==> src/rtl/pc_sequencer_if.sv <==
// Fetch-side bus of the PC sequencer: branch-resolution inputs in, fetch address and status out.
// master = execute/hazard side driving the resolve fields; slave = the sequencer.
interface pc_sequencer_if;
    logic        stall;
    logic        resolve_valid;
    logic [1:0]  pc_src;
    logic [31:0] resolve_pc;
    logic [25:0] jump_target;
    logic [15:0] branch_offset;
    logic [31:0] jr_target;
    logic [31:0] pc;
    logic [31:0] pc_plus4;
    logic        fetch_valid;
    logic        flush;
    logic        align_err;
    logic [31:0] redirect_count;

    modport master (
        output stall, resolve_valid, pc_src, resolve_pc, jump_target, branch_offset, jr_target,
        input  pc, pc_plus4, fetch_valid, flush, align_err, redirect_count
    );

    modport slave (
        input  stall, resolve_valid, pc_src, resolve_pc, jump_target, branch_offset, jr_target,
        output pc, pc_plus4, fetch_valid, flush, align_err, redirect_count
    );
endinterface

==> src/rtl/pc_sequencer.sv <==
// PC register and next-fetch sequencing with post-redirect flush bubbles.
// Optional macro PC_REDIRECT_CNT_EN builds the saturating accepted-redirect counter.
module pc_sequencer #(
    parameter logic [31:0] RESET_PC     = 32'h0040_0000,
    parameter int          FLUSH_CYCLES = 1
) (
    input  logic              clk,
    input  logic              reset,
    pc_sequencer_if.slave     bus
);
    typedef enum logic [1:0] {BOOT, RUN, FLUSH} state_t;

    localparam logic [1:0] FLUSH_INIT = 2'(FLUSH_CYCLES - 1);

    state_t      state_reg, state_next;
    logic [31:0] pc_reg, pc_next;
    logic [1:0]  cnt_reg, cnt_next;
    logic        align_reg, align_next;

    logic        redirect;
    logic [31:0] resolve_pc_plus4;
    logic [31:0] branch_disp;
    logic [31:0] target;

    assign resolve_pc_plus4 = bus.resolve_pc + 32'd4;
    assign branch_disp      = {{14{bus.branch_offset[15]}}, bus.branch_offset, 2'b00};
    assign redirect         = (state_reg == RUN) && bus.resolve_valid && (bus.pc_src != 2'b11);

    always_comb begin
        target = resolve_pc_plus4;
        case (bus.pc_src)
            2'b00:   target = {bus.jr_target[31:2], 2'b00};
            2'b01:   target = {resolve_pc_plus4[31:28], bus.jump_target, 2'b00};
            2'b10:   target = resolve_pc_plus4 + branch_disp;
            default: target = resolve_pc_plus4;
        endcase
    end

    always_ff @(posedge clk) begin
        if (reset) begin
            state_reg <= BOOT;
            pc_reg    <= RESET_PC;
            cnt_reg   <= 2'd0;
            align_reg <= 1'b0;
        end else begin
            state_reg <= state_next;
            pc_reg    <= pc_next;
            cnt_reg   <= cnt_next;
            align_reg <= align_next;
        end
    end

    // A redirect wins over stall; FLUSH ignores both stall and resolve inputs.
    always_comb begin
        state_next = state_reg;
        pc_next    = pc_reg;
        cnt_next   = cnt_reg;
        align_next = align_reg;
        case (state_reg)
            BOOT: state_next = RUN;
            RUN: begin
                if (redirect) begin
                    pc_next    = target;
                    state_next = FLUSH;
                    cnt_next   = FLUSH_INIT;
                    if (bus.pc_src == 2'b00 && bus.jr_target[1:0] != 2'b00)
                        align_next = 1'b1;
                end else if (!bus.stall) begin
                    pc_next = pc_reg + 32'd4;
                end
            end
            FLUSH: begin
                if (cnt_reg != 2'd0)
                    cnt_next = cnt_reg - 2'd1;
                else
                    state_next = RUN;
            end
            default: state_next = BOOT;
        endcase
    end

`ifdef PC_REDIRECT_CNT_EN
    logic [31:0] redirect_count_reg;

    always_ff @(posedge clk) begin
        if (reset)
            redirect_count_reg <= 32'd0;
        else if (redirect && redirect_count_reg != 32'hFFFF_FFFF)
            redirect_count_reg <= redirect_count_reg + 32'd1;
    end

    assign bus.redirect_count = redirect_count_reg;
`else
    assign bus.redirect_count = 32'd0;
`endif

    assign bus.pc          = pc_reg;
    assign bus.pc_plus4    = pc_reg + 32'd4;
    assign bus.fetch_valid = (state_reg == RUN);
    assign bus.flush       = (state_reg == FLUSH);
    assign bus.align_err   = align_reg;
endmodule

==> src/flat_wrapper.sv <==
// flat-port wrapper written by rule: the top's interface ports become plain ports
module pc_sequencer_flat 
#(
    parameter logic [31:0] RESET_PC     = 32'h0040_0000,
    parameter int          FLUSH_CYCLES = 1
)
  (clk, reset, bus_stall, bus_resolve_valid, bus_pc_src, bus_resolve_pc, bus_jump_target, bus_branch_offset, bus_jr_target, bus_pc, bus_pc_plus4, bus_fetch_valid, bus_flush, bus_align_err, bus_redirect_count);
  pc_sequencer_if bus_i ();
  input  logic clk;
  input  logic reset;
  input wire logic [$bits(bus_i.stall)-1:0] bus_stall;
  input wire logic [$bits(bus_i.resolve_valid)-1:0] bus_resolve_valid;
  input wire logic [$bits(bus_i.pc_src)-1:0] bus_pc_src;
  input wire logic [$bits(bus_i.resolve_pc)-1:0] bus_resolve_pc;
  input wire logic [$bits(bus_i.jump_target)-1:0] bus_jump_target;
  input wire logic [$bits(bus_i.branch_offset)-1:0] bus_branch_offset;
  input wire logic [$bits(bus_i.jr_target)-1:0] bus_jr_target;
  output wire logic [$bits(bus_i.pc)-1:0] bus_pc;
  output wire logic [$bits(bus_i.pc_plus4)-1:0] bus_pc_plus4;
  output wire logic [$bits(bus_i.fetch_valid)-1:0] bus_fetch_valid;
  output wire logic [$bits(bus_i.flush)-1:0] bus_flush;
  output wire logic [$bits(bus_i.align_err)-1:0] bus_align_err;
  output wire logic [$bits(bus_i.redirect_count)-1:0] bus_redirect_count;
  assign bus_i.stall = bus_stall;
  assign bus_i.resolve_valid = bus_resolve_valid;
  assign bus_i.pc_src = bus_pc_src;
  assign bus_i.resolve_pc = bus_resolve_pc;
  assign bus_i.jump_target = bus_jump_target;
  assign bus_i.branch_offset = bus_branch_offset;
  assign bus_i.jr_target = bus_jr_target;
  assign bus_pc = bus_i.pc;
  assign bus_pc_plus4 = bus_i.pc_plus4;
  assign bus_fetch_valid = bus_i.fetch_valid;
  assign bus_flush = bus_i.flush;
  assign bus_align_err = bus_i.align_err;
  assign bus_redirect_count = bus_i.redirect_count;
  pc_sequencer #(.RESET_PC(RESET_PC), .FLUSH_CYCLES(FLUSH_CYCLES)) u_core (.clk(clk), .reset(reset), .bus(bus_i));
endmodule
==> config.mk <==
export PLATFORM = sky130hd
export DESIGN_NAME = pc_sequencer_flat
export DESIGN_NICKNAME = d
export VERILOG_FILES = /design/src/rtl/pc_sequencer_if.sv /design/src/rtl/pc_sequencer.sv /design/src/flat_wrapper.sv
export SDC_FILE = /design/constraint.sdc
export NUM_CORES = 1
export LEC_CHECK = 0
export CORE_MARGIN = 8
export CORE_UTILIZATION = 44
export DETAILED_ROUTE_END_ITERATION = 6
export PLACE_DENSITY = 0.91
export RECOVER_POWER = 50
export SLEW_MARGIN = 20
export SYNTH_ARGS = -nofsm -noshare
export SYNTH_HDL_FRONTEND = slang
export SYNTH_SLANG_ARGS = --single-unit
==> constraint.sdc <==
create_clock -name clk -period 4.3 [get_ports clk]
set_input_delay 0.645 -clock clk [delete_from_list [all_inputs] [get_ports clk]]
set_output_delay 0.645 -clock clk [all_outputs]
set_load 0.01 [all_outputs]
==> results of run 1 <==
## worst max-delay path, cell delays in order
cell and delay [ns]:
dlygate4sd3_1 0.59, ha_1 0.35, inv_1 0.07, fa_1 0.43
nor2b_1 0.12, o21ai_0 0.11, a21oi_1 0.20, o21ai_0 0.17
buf_4 0.18, a211oi_1 0.46, nor3_1 0.15, nor2_1 0.27
xor2_1 0.17, a21oi_1 0.08, o32ai_1 0.27
## layout make-up
type | count | area (µm²) | area share [%]
repair buffers | 210 | 2010 | 27.3
well taps | 147 | 184 | 2.49
clock buffers | 5 | 125 | 1.69
clock inverters | 3 | 65.1 | 0.881
multi-input cells | 639 | 4200 | 56.8
flip-flops and latches | 37 | 741 | 10.0
inverters | 16 | 60.1 | 0.813
## repair_timing
| action | CTS | global route |
|---|---|---|
| hold buffers | 0 | 0 |
| setup buffers | 0 | 0 |
| endpoints found under the hold margin | 0 | 0 |
| setup endpoints to repair | 0 | 1 |
| gates resized for setup | 0 | 3 |
## layout by cell type, fill, tap and decap left out, drive strengths merged, types with 10 or more instances in the layout
cell	instances
xnor2	53
conb	32
a21oi	63
nor2	74
nand2	74
o21a	12
nor3	17
a21o	17
clkdlybuf4s50	133
dlygate4sd3	44
buf	32
inv	15
ha	40
a211oi	10
o21ai	31
and3	12
o22ai	12
dfxtp	37
nand3	27
mux2i	11
mux2	11
xor2	38
nand4	11
## cell families (layout without fill, tap and decap cells)
kind of cell	Yosys count	after routing	share of synthesized area [%]
XOR/XNOR	91	91	15.1
multiplexers	22	22	4.45
buffers and inverters	80	234	8.49
other	1	32	0.0713
AND/OR/NAND/NOR	260	260	24.6
AO/OA/AOI/OAI	193	193	23.3
flip-flops	37	37	14.1
adder cells (fa/ha/maj)	41	41	9.89
## where the power goes
group          internal [mW]  switching [mW]  leakage, nW  total, mW
combinational          0.464           0.476         2.72      0.941
sequential             0.388          0.0728        0.302      0.461
clock                  0.331           0.142       0.0938      0.473
total                   1.18           0.691         3.12       1.87
## worst max path at each step
stage	to	slack, ns	depth (start not counted)
detailed placement	u_core.bus.pc[31]	-0.0002	16
finish	u_core.bus.pc[24]	0.22	15
CTS	u_core.bus.pc[31]	0.27	16
global route	u_core.bus.pc[31]	0.02	16
floorplan	u_core.bus.pc[31]	0.71	16
global placement	u_core.bus.pc[20]	0.11	15
## metal layers
layer  track usage (%)  wire length [µm]  part of all wire (%)  vias to the layer above
met4              6.81               413                   2.3                        2
met5                 0                 8                 0.045                        -
met3              3.65              1190                   6.7                       34
li1                  -                 -                     -                     2905
met1              26.4              7890                    44                     2690
met2              37.4              8270                    47                      252
## through the flow
step                      instances  total power, mW  area [µm²]  utilization [%]  hold slack (ns)
after CTS                      1057             1.89        7380             62.2            0.481
after detailed placement       1049             1.41        7190             60.6            0.467
after global routing           1057             1.98        7390             62.3            0.532
after global placement         1049             1.40        7190             60.6            0.455
after floorplan                 756            0.983        5380                -            0.456
final                          1057             1.87        7390             62.3            0.468
==> results.md, run 1 <==
* Status: finished, final reports clean
* Max Slew Vio Count at 0
* Final wirelength at 17.8 mm
* Hold Path Sink: u_core.bus.align_err
* CTS H-Tree Depth at 2
* Area leader, netlist: dfxtp_1
* Final WS setup at 0.223 ns
* Distinct cells, synth at 64
* WHS Path Cells at 2
* Worst Setup End Kind: flop
* RR Endpoint: u_core.bus.pc[26]
* Violation count after the first detailed-routing iteration at 554
* Detailed placer's ending HPWL at 14.7 mm
* EDFF count, synth at 0
* Layout area overhead at 40.3%
* Routability Congestion at 0.951
* Setup TNS Final at 0 ns
* Initial antenna violation count at 1
* CP arrival at 4.26 ns
* Clock Skews at 0.00379 ns
* GRT overflow at 0
* Clock-pin slew on the worst setup and hold paths at 0.06 ns
* Final period utilization at 94.8%
* Crit Path Class: in -> reg
* Share of post-route cells with drive strength above 1 at 7.03%
* Fin nets at 1062
* Worst r2r src: u_core.bus.pc[2]
* Core Region at 11900 µm²
* DRC at 0
* Initial Util at 44.4%
* Syn Area/Cell at 7.26 µm²
* Number of flip-flops in the largest register at 32
* GR Util All Layers at 21.5%
* Cells on worst reg2reg path at 10
* ANT cells at 0
* Fmax at 0.245 GHz
* Clock buffer count from CTS at 5
* Required time worst endpoint at 4.49 ns
* Synth top cells by count: nand2_1, nor2_1, a21oi_1
* Routed vias at 5883
* CTS tree: built
* Filler Cell Count at 1039
* Final setup fails at 0
* IO Pins at 211
* Largest net degree at the start of global routing at 41
* Slew @ Worst Pin at 0.761 ns
* Yosys top cell area share at 14.1%
* HP Start: u_core.bus.align_err
* Register area share after synthesis at 14.1%
* Vias in the first global route at 5829
* Worst Setup SP: bus_resolve_pc[2]
* Via density at 5.57
* IO buf count at 178
* Final Hold Viols at 0
* Slew headroom at 49.1%
* CTS max path bufs at 2
* Most common cell in the synthesized netlist: nand2_1
* CTS root buf: clkbuf_16
* Final critical-path required period at 4.08 ns
* Pre-CTS setup slack at -0.000246 ns
* Die Area at 15700 µm²
* Post-route ant nets at 0
* Syn Inst Count at 725
* Drt wl/cell at 16.8 µm
* Skew-Pair Late Insertion Delay at 0.28 ns
* Ys flop type: dfxtp_1
* Synth async-reset ratio at 0%
* Row count at 40
* Chip height at 125 µm
* Synthesized area at 5260 µm²
* Cell Pwr Density at 254 nW/µm²
* Die Wd at 125 µm
* #FFs+latches synth at 37
* Max_cap viols at 0
* # clock sinks at 37
* YS warnings at 0
* Peak VDD IR at 0.182 mV
* Global-route wire length before repair at 28.6 mm
* Synth area leaders: dfxtp_1, ha_1, xnor2_1
* Crit-path max FO at 4
* HP Class: reg -> reg
* Worst setup SP type: input pin
* 1st-pass router iterations at 5
* R2R Setup Slk at 1.26 ns
* Unrepaired setup endpoints after global routing: no
* Leak at 3.12 nW
Note: power is estimated with default switching activity, not from simulation.
==> inputs of run 2 (changes only) <==
--- a/config.mk
+++ b/config.mk
@@ -8,6 +8,7 @@
 export CORE_MARGIN = 8
 export CORE_UTILIZATION = 44
 export DETAILED_ROUTE_END_ITERATION = 6
+export HOLD_SLACK_MARGIN = 0.1
 export PLACE_DENSITY = 0.91
 export RECOVER_POWER = 50
 export SLEW_MARGIN = 20
==> results of run 2 <==
Same layout as run 1: the final DEF is identical, and so are final timing and power.
